File: src/rtl/rs_pkg.sv
// Shared types and defaults for the reservation-station block: function codes,
// datapath widths and the station entry record.
package rs_pkg;

  localparam int DATA_W = 16;
  localparam int REG_AW = 4;
  localparam int ROB_AW = 3;

  localparam logic [3:0] FUNC_ADD = 4'b0000;
  localparam logic [3:0] FUNC_SUB = 4'b0001;
  localparam logic [3:0] FUNC_MUL = 4'b0010;
  localparam logic [3:0] FUNC_DIV = 4'b0011;

  typedef struct packed {
    logic              busy;
    logic [3:0]        func;
    logic [DATA_W-1:0] vj;
    logic [DATA_W-1:0] vk;
    logic [ROB_AW-1:0] qj;
    logic [ROB_AW-1:0] qk;
    logic              rj;
    logic              rk;
    logic [ROB_AW-1:0] rob;
    logic [REG_AW-1:0] rd;
  } rs_entry_t;

  function automatic logic func_is_add(input logic [3:0] f);
    return (f == FUNC_ADD) || (f == FUNC_SUB);
  endfunction

  function automatic logic func_is_mul(input logic [3:0] f);
    return (f == FUNC_MUL) || (f == FUNC_DIV);
  endfunction

endpackage

File: src/rtl/rs_bank.sv
// One reservation station of N entries: append into the lowest free slot, CDB snoop, one dispatch per cycle.
// Dispatch order is lowest-index ready; with OLDEST_FIRST_EN defined it is oldest ready (ties to lower index).
module rs_bank
  import rs_pkg::*;
#(
  parameter int N = 2,
  localparam int IW = (N > 1) ? $clog2(N) : 1,
  localparam int CW = $clog2(N + 1)
) (
  input  logic              clk,
  input  logic              rst_n,
  input  logic              app_we_i,
  input  rs_entry_t         app_ent_i,
  input  logic              cdb_valid_i,
  input  logic [ROB_AW-1:0] cdb_tag_i,
  input  logic [DATA_W-1:0] cdb_data_i,
  output logic              free_o,
  output logic              disp_valid_o,
  input  logic              disp_ready_i,
  output logic [3:0]        disp_func_o,
  output logic [DATA_W-1:0] disp_vj_o,
  output logic [DATA_W-1:0] disp_vk_o,
  output logic [ROB_AW-1:0] disp_rob_o,
  output logic [REG_AW-1:0] disp_rd_o,
  output logic [CW-1:0]     count_o
);

  rs_entry_t [N-1:0] ent_q, ent_d;
  logic [N-1:0]      rdy;
  logic [IW-1:0]     free_idx, sel_idx;
  logic              sel_vld;

  always_comb begin
    free_o   = 1'b0;
    free_idx = '0;
    for (int i = N - 1; i >= 0; i--) begin
      if (!ent_q[i].busy) begin
        free_o   = 1'b1;
        free_idx = IW'(i);
      end
    end
  end

  always_comb begin
    for (int i = 0; i < N; i++) begin
      rdy[i] = ent_q[i].busy & ent_q[i].rj & ent_q[i].rk;
    end
  end

`ifdef OLDEST_FIRST_EN
  localparam int AW = IW + 1;
  logic [N-1:0][AW-1:0] age_q, age_d;
  logic [AW-1:0]        best_age;

  // Every append ages the entries already resident; a larger age means older.
  always_comb begin
    age_d = age_q;
    if (app_we_i) begin
      for (int i = 0; i < N; i++) begin
        if (IW'(i) == free_idx) begin
          age_d[i] = '0;
        end else if (ent_q[i].busy && (age_q[i] != '1)) begin
          age_d[i] = age_q[i] + 1'b1;
        end
      end
    end
  end

  always_ff @(posedge clk or negedge rst_n) begin
    if (!rst_n) begin
      age_q <= '0;
    end else begin
      age_q <= age_d;
    end
  end

  always_comb begin
    sel_vld  = 1'b0;
    sel_idx  = '0;
    best_age = '0;
    for (int i = 0; i < N; i++) begin
      if (rdy[i] && (!sel_vld || (age_q[i] > best_age))) begin
        sel_vld  = 1'b1;
        sel_idx  = IW'(i);
        best_age = age_q[i];
      end
    end
  end
`else
  always_comb begin
    sel_vld = 1'b0;
    sel_idx = '0;
    for (int i = N - 1; i >= 0; i--) begin
      if (rdy[i]) begin
        sel_vld = 1'b1;
        sel_idx = IW'(i);
      end
    end
  end
`endif

  assign disp_valid_o = sel_vld;
  assign disp_func_o  = ent_q[sel_idx].func;
  assign disp_vj_o    = ent_q[sel_idx].vj;
  assign disp_vk_o    = ent_q[sel_idx].vk;
  assign disp_rob_o   = ent_q[sel_idx].rob;
  assign disp_rd_o    = ent_q[sel_idx].rd;

  // The append slot comes from registered busy bits, so it never collides with the dispatched entry.
  always_comb begin
    ent_d = ent_q;
    if (cdb_valid_i) begin
      for (int i = 0; i < N; i++) begin
        if (ent_q[i].busy && !ent_q[i].rj && (ent_q[i].qj == cdb_tag_i)) begin
          ent_d[i].vj = cdb_data_i;
          ent_d[i].rj = 1'b1;
        end
        if (ent_q[i].busy && !ent_q[i].rk && (ent_q[i].qk == cdb_tag_i)) begin
          ent_d[i].vk = cdb_data_i;
          ent_d[i].rk = 1'b1;
        end
      end
    end
    if (sel_vld && disp_ready_i) begin
      ent_d[sel_idx].busy = 1'b0;
    end
    if (app_we_i) begin
      ent_d[free_idx] = app_ent_i;
    end
  end

  always_ff @(posedge clk or negedge rst_n) begin
    if (!rst_n) begin
      ent_q <= '0;
    end else begin
      ent_q <= ent_d;
    end
  end

  always_comb begin
    count_o = '0;
    for (int i = 0; i < N; i++) begin
      count_o = count_o + CW'(ent_q[i].busy);
    end
  end

endmodule

File: src/rtl/rstation_append.sv
// Reservation-station front end: decodes the issued function into the ADD or MUL station and resolves operands.
// Dispatch policy is selected inside rs_bank by OLDEST_FIRST_EN; ports are the same in both builds.
module rstation_append
  import rs_pkg::*;
#(
  parameter int ADD_N = 2,
  parameter int MUL_N = 2
) (
  input  logic              clk1,
  input  logic              rst_n,
  input  logic              app_valid,
  input  logic [3:0]        app_func,
  input  logic [REG_AW-1:0] app_rs1,
  input  logic [REG_AW-1:0] app_rs2,
  input  logic [REG_AW-1:0] app_rd,
  input  logic [ROB_AW-1:0] app_rob_ind,
  input  logic [DATA_W-1:0] src1_val,
  input  logic              src1_busy,
  input  logic [ROB_AW-1:0] src1_tag,
  input  logic [DATA_W-1:0] src2_val,
  input  logic              src2_busy,
  input  logic [ROB_AW-1:0] src2_tag,
  input  logic              cdb_valid,
  input  logic [ROB_AW-1:0] cdb_tag,
  input  logic [DATA_W-1:0] cdb_data,
  output logic              app_ready,
  output logic              add_disp_valid,
  input  logic              add_disp_ready,
  output logic [3:0]        add_disp_func,
  output logic [DATA_W-1:0] add_disp_vj,
  output logic [DATA_W-1:0] add_disp_vk,
  output logic [ROB_AW-1:0] add_disp_rob,
  output logic [REG_AW-1:0] add_disp_rd,
  output logic              mul_disp_valid,
  input  logic              mul_disp_ready,
  output logic [3:0]        mul_disp_func,
  output logic [DATA_W-1:0] mul_disp_vj,
  output logic [DATA_W-1:0] mul_disp_vk,
  output logic [ROB_AW-1:0] mul_disp_rob,
  output logic [REG_AW-1:0] mul_disp_rd,
  output logic [1:0]        add_count,
  output logic [1:0]        mul_count
);

  logic      is_add, is_mul, add_free, mul_free, add_we, mul_we;
  rs_entry_t new_ent;
  logic      unused_dbg;

  assign unused_dbg = ^{app_rs1, app_rs2};

  assign is_add    = func_is_add(app_func);
  assign is_mul    = func_is_mul(app_func);
  assign app_ready = (is_add & add_free) | (is_mul & mul_free);
  assign add_we    = app_valid & is_add & add_free;
  assign mul_we    = app_valid & is_mul & mul_free;

  // A source still in flight can be satisfied by the CDB broadcast of this very cycle.
  always_comb begin
    new_ent      = '0;
    new_ent.busy = 1'b1;
    new_ent.func = app_func;
    new_ent.rob  = app_rob_ind;
    new_ent.rd   = app_rd;
    if (!src1_busy) begin
      new_ent.vj = src1_val;
      new_ent.rj = 1'b1;
    end else if (cdb_valid && (cdb_tag == src1_tag)) begin
      new_ent.vj = cdb_data;
      new_ent.rj = 1'b1;
    end else begin
      new_ent.qj = src1_tag;
    end
    if (!src2_busy) begin
      new_ent.vk = src2_val;
      new_ent.rk = 1'b1;
    end else if (cdb_valid && (cdb_tag == src2_tag)) begin
      new_ent.vk = cdb_data;
      new_ent.rk = 1'b1;
    end else begin
      new_ent.qk = src2_tag;
    end
  end

  rs_bank #(.N(ADD_N)) u_add_bank (
    .clk          (clk1),
    .rst_n        (rst_n),
    .app_we_i     (add_we),
    .app_ent_i    (new_ent),
    .cdb_valid_i  (cdb_valid),
    .cdb_tag_i    (cdb_tag),
    .cdb_data_i   (cdb_data),
    .free_o       (add_free),
    .disp_valid_o (add_disp_valid),
    .disp_ready_i (add_disp_ready),
    .disp_func_o  (add_disp_func),
    .disp_vj_o    (add_disp_vj),
    .disp_vk_o    (add_disp_vk),
    .disp_rob_o   (add_disp_rob),
    .disp_rd_o    (add_disp_rd),
    .count_o      (add_count)
  );

  rs_bank #(.N(MUL_N)) u_mul_bank (
    .clk          (clk1),
    .rst_n        (rst_n),
    .app_we_i     (mul_we),
    .app_ent_i    (new_ent),
    .cdb_valid_i  (cdb_valid),
    .cdb_tag_i    (cdb_tag),
    .cdb_data_i   (cdb_data),
    .free_o       (mul_free),
    .disp_valid_o (mul_disp_valid),
    .disp_ready_i (mul_disp_ready),
    .disp_func_o  (mul_disp_func),
    .disp_vj_o    (mul_disp_vj),
    .disp_vk_o    (mul_disp_vk),
    .disp_rob_o   (mul_disp_rob),
    .disp_rd_o    (mul_disp_rd),
    .count_o      (mul_count)
  );

endmodule

File: config.mk
export PLATFORM = sky130hd
export DESIGN_NAME = rstation_append
export DESIGN_NICKNAME = d
export VERILOG_FILES = /design/src/rtl/rs_pkg.sv /design/src/rtl/rs_bank.sv /design/src/rtl/rstation_append.sv
export SDC_FILE = /design/constraint.sdc
export NUM_CORES = 1
export LEC_CHECK = 0
export ABC_AREA = 1
export CAP_MARGIN = 15
export CORE_ASPECT_RATIO = 1.4
export CORE_UTILIZATION = 30
export CTS_BUF_LIST = sky130_fd_sc_hd__clkbuf_8
export DETAILED_ROUTE_END_ITERATION = 10
export PLACE_DENSITY = 0.48
export SYNTH_ARGS = -nofsm -noshare
export SYNTH_HDL_FRONTEND = slang
export SYNTH_HIERARCHICAL = 1
export SYNTH_SLANG_ARGS = --single-unit
File: constraint.sdc
create_clock -name clk1 -period 3.05 [get_ports clk1]
set_input_delay 0.61 -clock clk1 [delete_from_list [all_inputs] [get_ports clk1]]
set_output_delay 0.61 -clock clk1 [all_outputs]
set_load 0.01 [all_outputs]
### Yosys cells after proc, flatten, opt, wreduce, memory -nomap -nowiden

Cells that the tools add are included.

* input bits: 84
* output and inout port bits: 93
* logic and storage cells: 181
* bits in registers: 208

* bitwise logic cells: 15
* reductions and logical operators: 35
* $add $sub $neg: 2
* order comparisons: 8
* multiplexer cells: 68
* equal/unequal tests: 13

Operators by type and width (count)
* 104-bit bitwise mux: 4
* 104-bit two-way mux: 4
* 52-bit demux with 1-bit select: 4
* 52-bit two-way mux: 4
* 51-bit two-way mux: 4
* 16-bit two-way mux: 12
* 32-bit two-way mux: 4
* 3-bit equality test: 10
* 1-bit logical AND: 24
* 1-bit two-way mux: 24
* 1-bit AND: 14
* 3-bit two-way mux: 4
* 4-bit by 2-bit equality test with 1-bit output, second input constant: 2
* 1-bit zero test: 8
* 1-bit by 2-bit less-than comparator with 1-bit output, second input constant: 4
* 2-bit two-way mux: 4
* 1-bit by 1-bit adder with 2-bit output: 2
* 4-bit by 1-bit equality test with 1-bit output, second input constant: 1
* 1-bit greater-or-equal comparator, second input constant: 4
* 4-bit zero test: 1
* 1-bit logical OR: 2
* 1-bit OR: 1

### Logic depth before layout (Yosys ltp)

* depth after elaboration: 12
* gate-level depth with buffers: 10
* mapped depth without buffers: 9

### Hierarchy

The synthesis kept the hierarchy.

By module, submodules not included
* rs_bank: area each 5868.1 µm², times used 2, cells an instance 824
* rstation_append: area each 923.4 µm², times used 1, cells an instance 189

### Worst setup path after synthesis

Ideal clock, no wire load.

* path kind: reg2out
* from: reg u_add_bank/ent_q[103] in the netlist's numbering
* to: out add_disp_vk[3]
* stages on the path, launching flop included: 6
* path slack: 1.169 ns
* required time: 2.440 ns
* arrival: 1.271 ns
* cells stage by stage: dfrtp_1 inv_2 nor3_4 nand2_2 clkbuf_1 o21ai_0

* cells in the longest elaborated chain, start to end: 6

RTL lines
* start: declaration: RTL line rs_bank.sv:28 `rs_entry_t [N-1:0] ent_q, ent_d;`
* start signal: assignment: RTL line rs_bank.sv:136 `ent_q <= ent_d;`
* 1-bit AND (2 in a row): RTL line rs_bank.sv:46 `rdy[i] = ent_q[i].busy & ent_q[i].rj & ent_q[i].rk;`
* 1-bit two-way mux (2 in a row): RTL line rs_bank.sv:94 `if (rdy[i]) begin`
* 51-bit two-way mux (2 in a row)
* end: declaration: RTL line rstation_append.sv:31 `output logic [DATA_W-1:0] add_disp_vk,`

Every way passes these cells. The select of a mux whose other input is x is not followed.

### Final worst setup path

* from: reg u_add_bank/ent_q[103] in the netlist's numbering
* to: out add_disp_vj[2]

* cells in the longest elaborated chain, start to end: 6

RTL lines
* 1-bit AND (2 in a row): RTL line rs_bank.sv:46
* 1-bit two-way mux (2 in a row): RTL line rs_bank.sv:94
* 51-bit two-way mux (2 in a row)
* end: declaration: RTL line rstation_append.sv:30 `output logic [DATA_W-1:0] add_disp_vj,`

Every way passes these cells. The select of a mux whose other input is x is not followed.

==> impl_results.md <==
- Post-synthesis compound-gate area fraction: 5.97%
- Final period util: 98.9%
- Worst VDD drop: 0.395 mV
- CTS Hold Buffers Added: 0
- Crit-path cells: inv_2, nor3_4, nand2_2, buf_12, o21ai_2, clkdlybuf4s50_1
- Initial Utilization: 30.6%
- Final slew viol count: 0
- Worst Setup End Kind: primary output
- Vias in the first global route: 12.2k
- Worst-Margin Slew: 0.709 ns
- P_sw: 5790 uW
- Power Internal: 8550 uW
- Hpwl dp: 33.1 mm
- Combinational Power Share: 49.1%
- Most common cell after layout, fill and taps aside: nand2_1
- Clock Path Buffers: 3
- Clk sinks: 208
- Fin crit period: 3.02 ns
- Root buf cell: clkbuf_8
- Area Growth Syn to Fin: 26.5%
- Syn avg cell area: 6.89 um^2
- Core Area: 41400 um^2
- CTS tree: done
- DRC: 0
- Post-synthesis sequential element count: 208
- Routed vias: 12.3k
- CP arrival: 2.41 ns
- Post-Synth XOR/XNOR Area: 0%
- Starting DRT DRC Count: 804
- Initial antenna violation count: 2
- Worst Path Required: 2.44 ns
- GRT Residual Overflow: 0
- Worst-path clk slew: 0.06 ns
- WS Path Type: register to primary output
- Largest family of logic cells by synthesized area: simple AND/OR/NAND/NOR gates
- Synth cell types: 26
- Largest net degree at the start of global routing: 66
- Fillcell total: 4493
- Syn. warnings: 6
- Final Hold Fails: 0
- Clock skew: 0.0281 ns
- Power density cells: 895 nW/um^2
- Antenna-violating nets left: 0
- Slowest stage delay, CP: 0.58 ns
- TritonRoute pass-1 iters: 5
- Worst reg2reg setup slack: 0.80 ns
- Run status: completed
- Final setup viols: 0
- Top Family by Delay on Critical Path: buffers and inverters
- Critical Path Slowest Stage Cell: clkdlybuf4s50_1
- Cells after Synth: 1837
- Post-placement cell count: 2517
- Routability Congestion: 0.885
- Post-synth top area share: 41.1%
- Layout cells sized above 1: 10.5%
- Overall routing resource usage: 22.3%
- Die height: 245 um
- Clock power frac: 18.3%
- CTS H-Tree Depth: 2
- Max Cap Viol: 0
- Worst Path Buf+Inv: 3
- Seq/Total Area, Yosys: 41.1%
- Slew HR: 52.8%
- Chip width: 176 um
- Non-filler cells, final: 2582
- Synth area leaders: dfrtp_1 41%, nand2_1 22%, nand3_1 11%, inv_1 7.0%, o21ai_0 3.2%
- P_leak: 0.00890 uW
- Hold crit path type: input port to async pin
- Most frequent cells in the layout: 724 x nand2_1, 289 x nand3_1, 247 x inv_1
- Sw frac: 40.4%
- Post-synth top area cell: dfrtp_1
- Clk_lat worst skew: 0.58 ns
- Total CTS buffers: 40
- Port bufs: 168
- First-pass GRT wire length: 73.1 mm
- Simple-gate area share of the yosys netlist: 40.3%
- Final wirelength: 47.5 mm
- CP Max Fanout: 65
- Vias per cell: 4.75
- WL/cell: 18.4 um
- Hold slack final: 0.0771 ns
- Final layout net count: 2113
- Die footprint: 43000 um^2
- Cell Area, Synth: 12700 um^2
- Top-Level Pins: 177
- Fmax: 331 MHz
- RSZ-0062 raised after global routing: true
- Adder-Cell Fraction of Synth Area: 0.593%
- Setup crit start kind: register
- FP Rows: 88
- Mux cell area share after synthesis: 0%
- Sequential Power Share: 32.5%
==> cell families after synthesis <==
| logic type | count (synthesis) |
|---|---|
| other | 1 |
| AO/OA/AOI/OAI | 148 |
| adder cells (fa/ha/maj) | 6 |
| AND/OR/NAND/NOR | 1130 |
| flip-flops | 208 |
| buffers and inverters | 344 |
==> cells in the mapped netlist (all sizes together) <==
master and instances:
clkinv 2, clkbuf 36, ha 6, nand2 763
buf 58, a31oi 8, nand3b 33, dfrtp 208
nor3 2, conb 1, o211ai 2, o21ai 138
nor2 43, inv 248, nand3 289
==> sequential cells by signal, summed over array words and instances, names as in the netlist <==
signal,cells
u_add_bank/ent_q,104
u_mul_bank/ent_q,104
==> metrics by stage <==
stage	utilization, %	total power, uW	area [um^2]	setup slack (ns)	setup TNS (ns)
2_1_floorplan	-	8560	12700	1.17	0
3_3_place_gp	36.5	11700	15100	0.379	0
3_5_place_dp	36.5	11800	15100	0.316	0
4_1_cts	38.4	14600	15900	-0.0727	-0.283
5_1_grt	38.7	15500	16000	-0.0873	-0.228
6_report	38.7	14300	16000	0.0329	0
==> final cells by class <==
class | count | area [um^2] | share of cell area, %
Antenna cell | 1 | 2.50 | 0.0156
Clock inverter | 12 | 46.3 | 0.289
Multi-Input combinational cell | 1286 | 6020 | 37.6
Clock buffer | 48 | 661 | 4.12
Timing Repair Buffer | 237 | 2470 | 15.4
Tap cell | 540 | 676 | 4.22
Sequential cell | 208 | 5210 | 32.5
Inverter | 250 | 938 | 5.86
==> power groups by stage <==
stage | Sequential [uW] | Combinational (uW) | Clock (uW)
2_1_floorplan | 4560 | 4010 | 0
3_3_place_gp | 4660 | 7010 | 0
3_5_place_dp | 4710 | 7040 | 0
4_1_cts | 4660 | 7190 | 2740
5_1_grt | 4820 | 7840 | 2840
6_report | 4670 | 7040 | 2630
==> timing repair <==
action	4_1_cts	5_1_grt
gates resized for setup	21	41
endpoints found under the setup margin	62	35
buffers inserted	3	1
pin swaps	1	2
==> routing by layer <==
layer  global-route usage [%]  share of wire [%]  vias up
li1                         -                  -     6069
met1                     26.9                 41     5764
met2                     37.9                 48      340
met3                     4.97                6.5       85
met4                     9.41                4.1        2
met5                        0              0.027        -
==> path summary, 6_finish.rpt <==
kind | cells past startpoint | from | to
worst max-delay path | 6 | u_add_bank/ent_q[103] | add_disp_vj[2]
worst min-delay path | 1 | rst_n | u_mul_bank/ent_q[0]
worst max register to register | 9 | u_mul_bank/ent_q[51] | u_mul_bank/ent_q[14]
worst min register to register | 2 | u_mul_bank/ent_q[100] | u_mul_bank/ent_q[100]
max in group asynchronous | 2 | rst_n | u_add_bank/ent_q[11]
min in group clk1 | 2 | u_mul_bank/ent_q[100] | u_mul_bank/ent_q[100]
(Power assumes the default switching activity.)
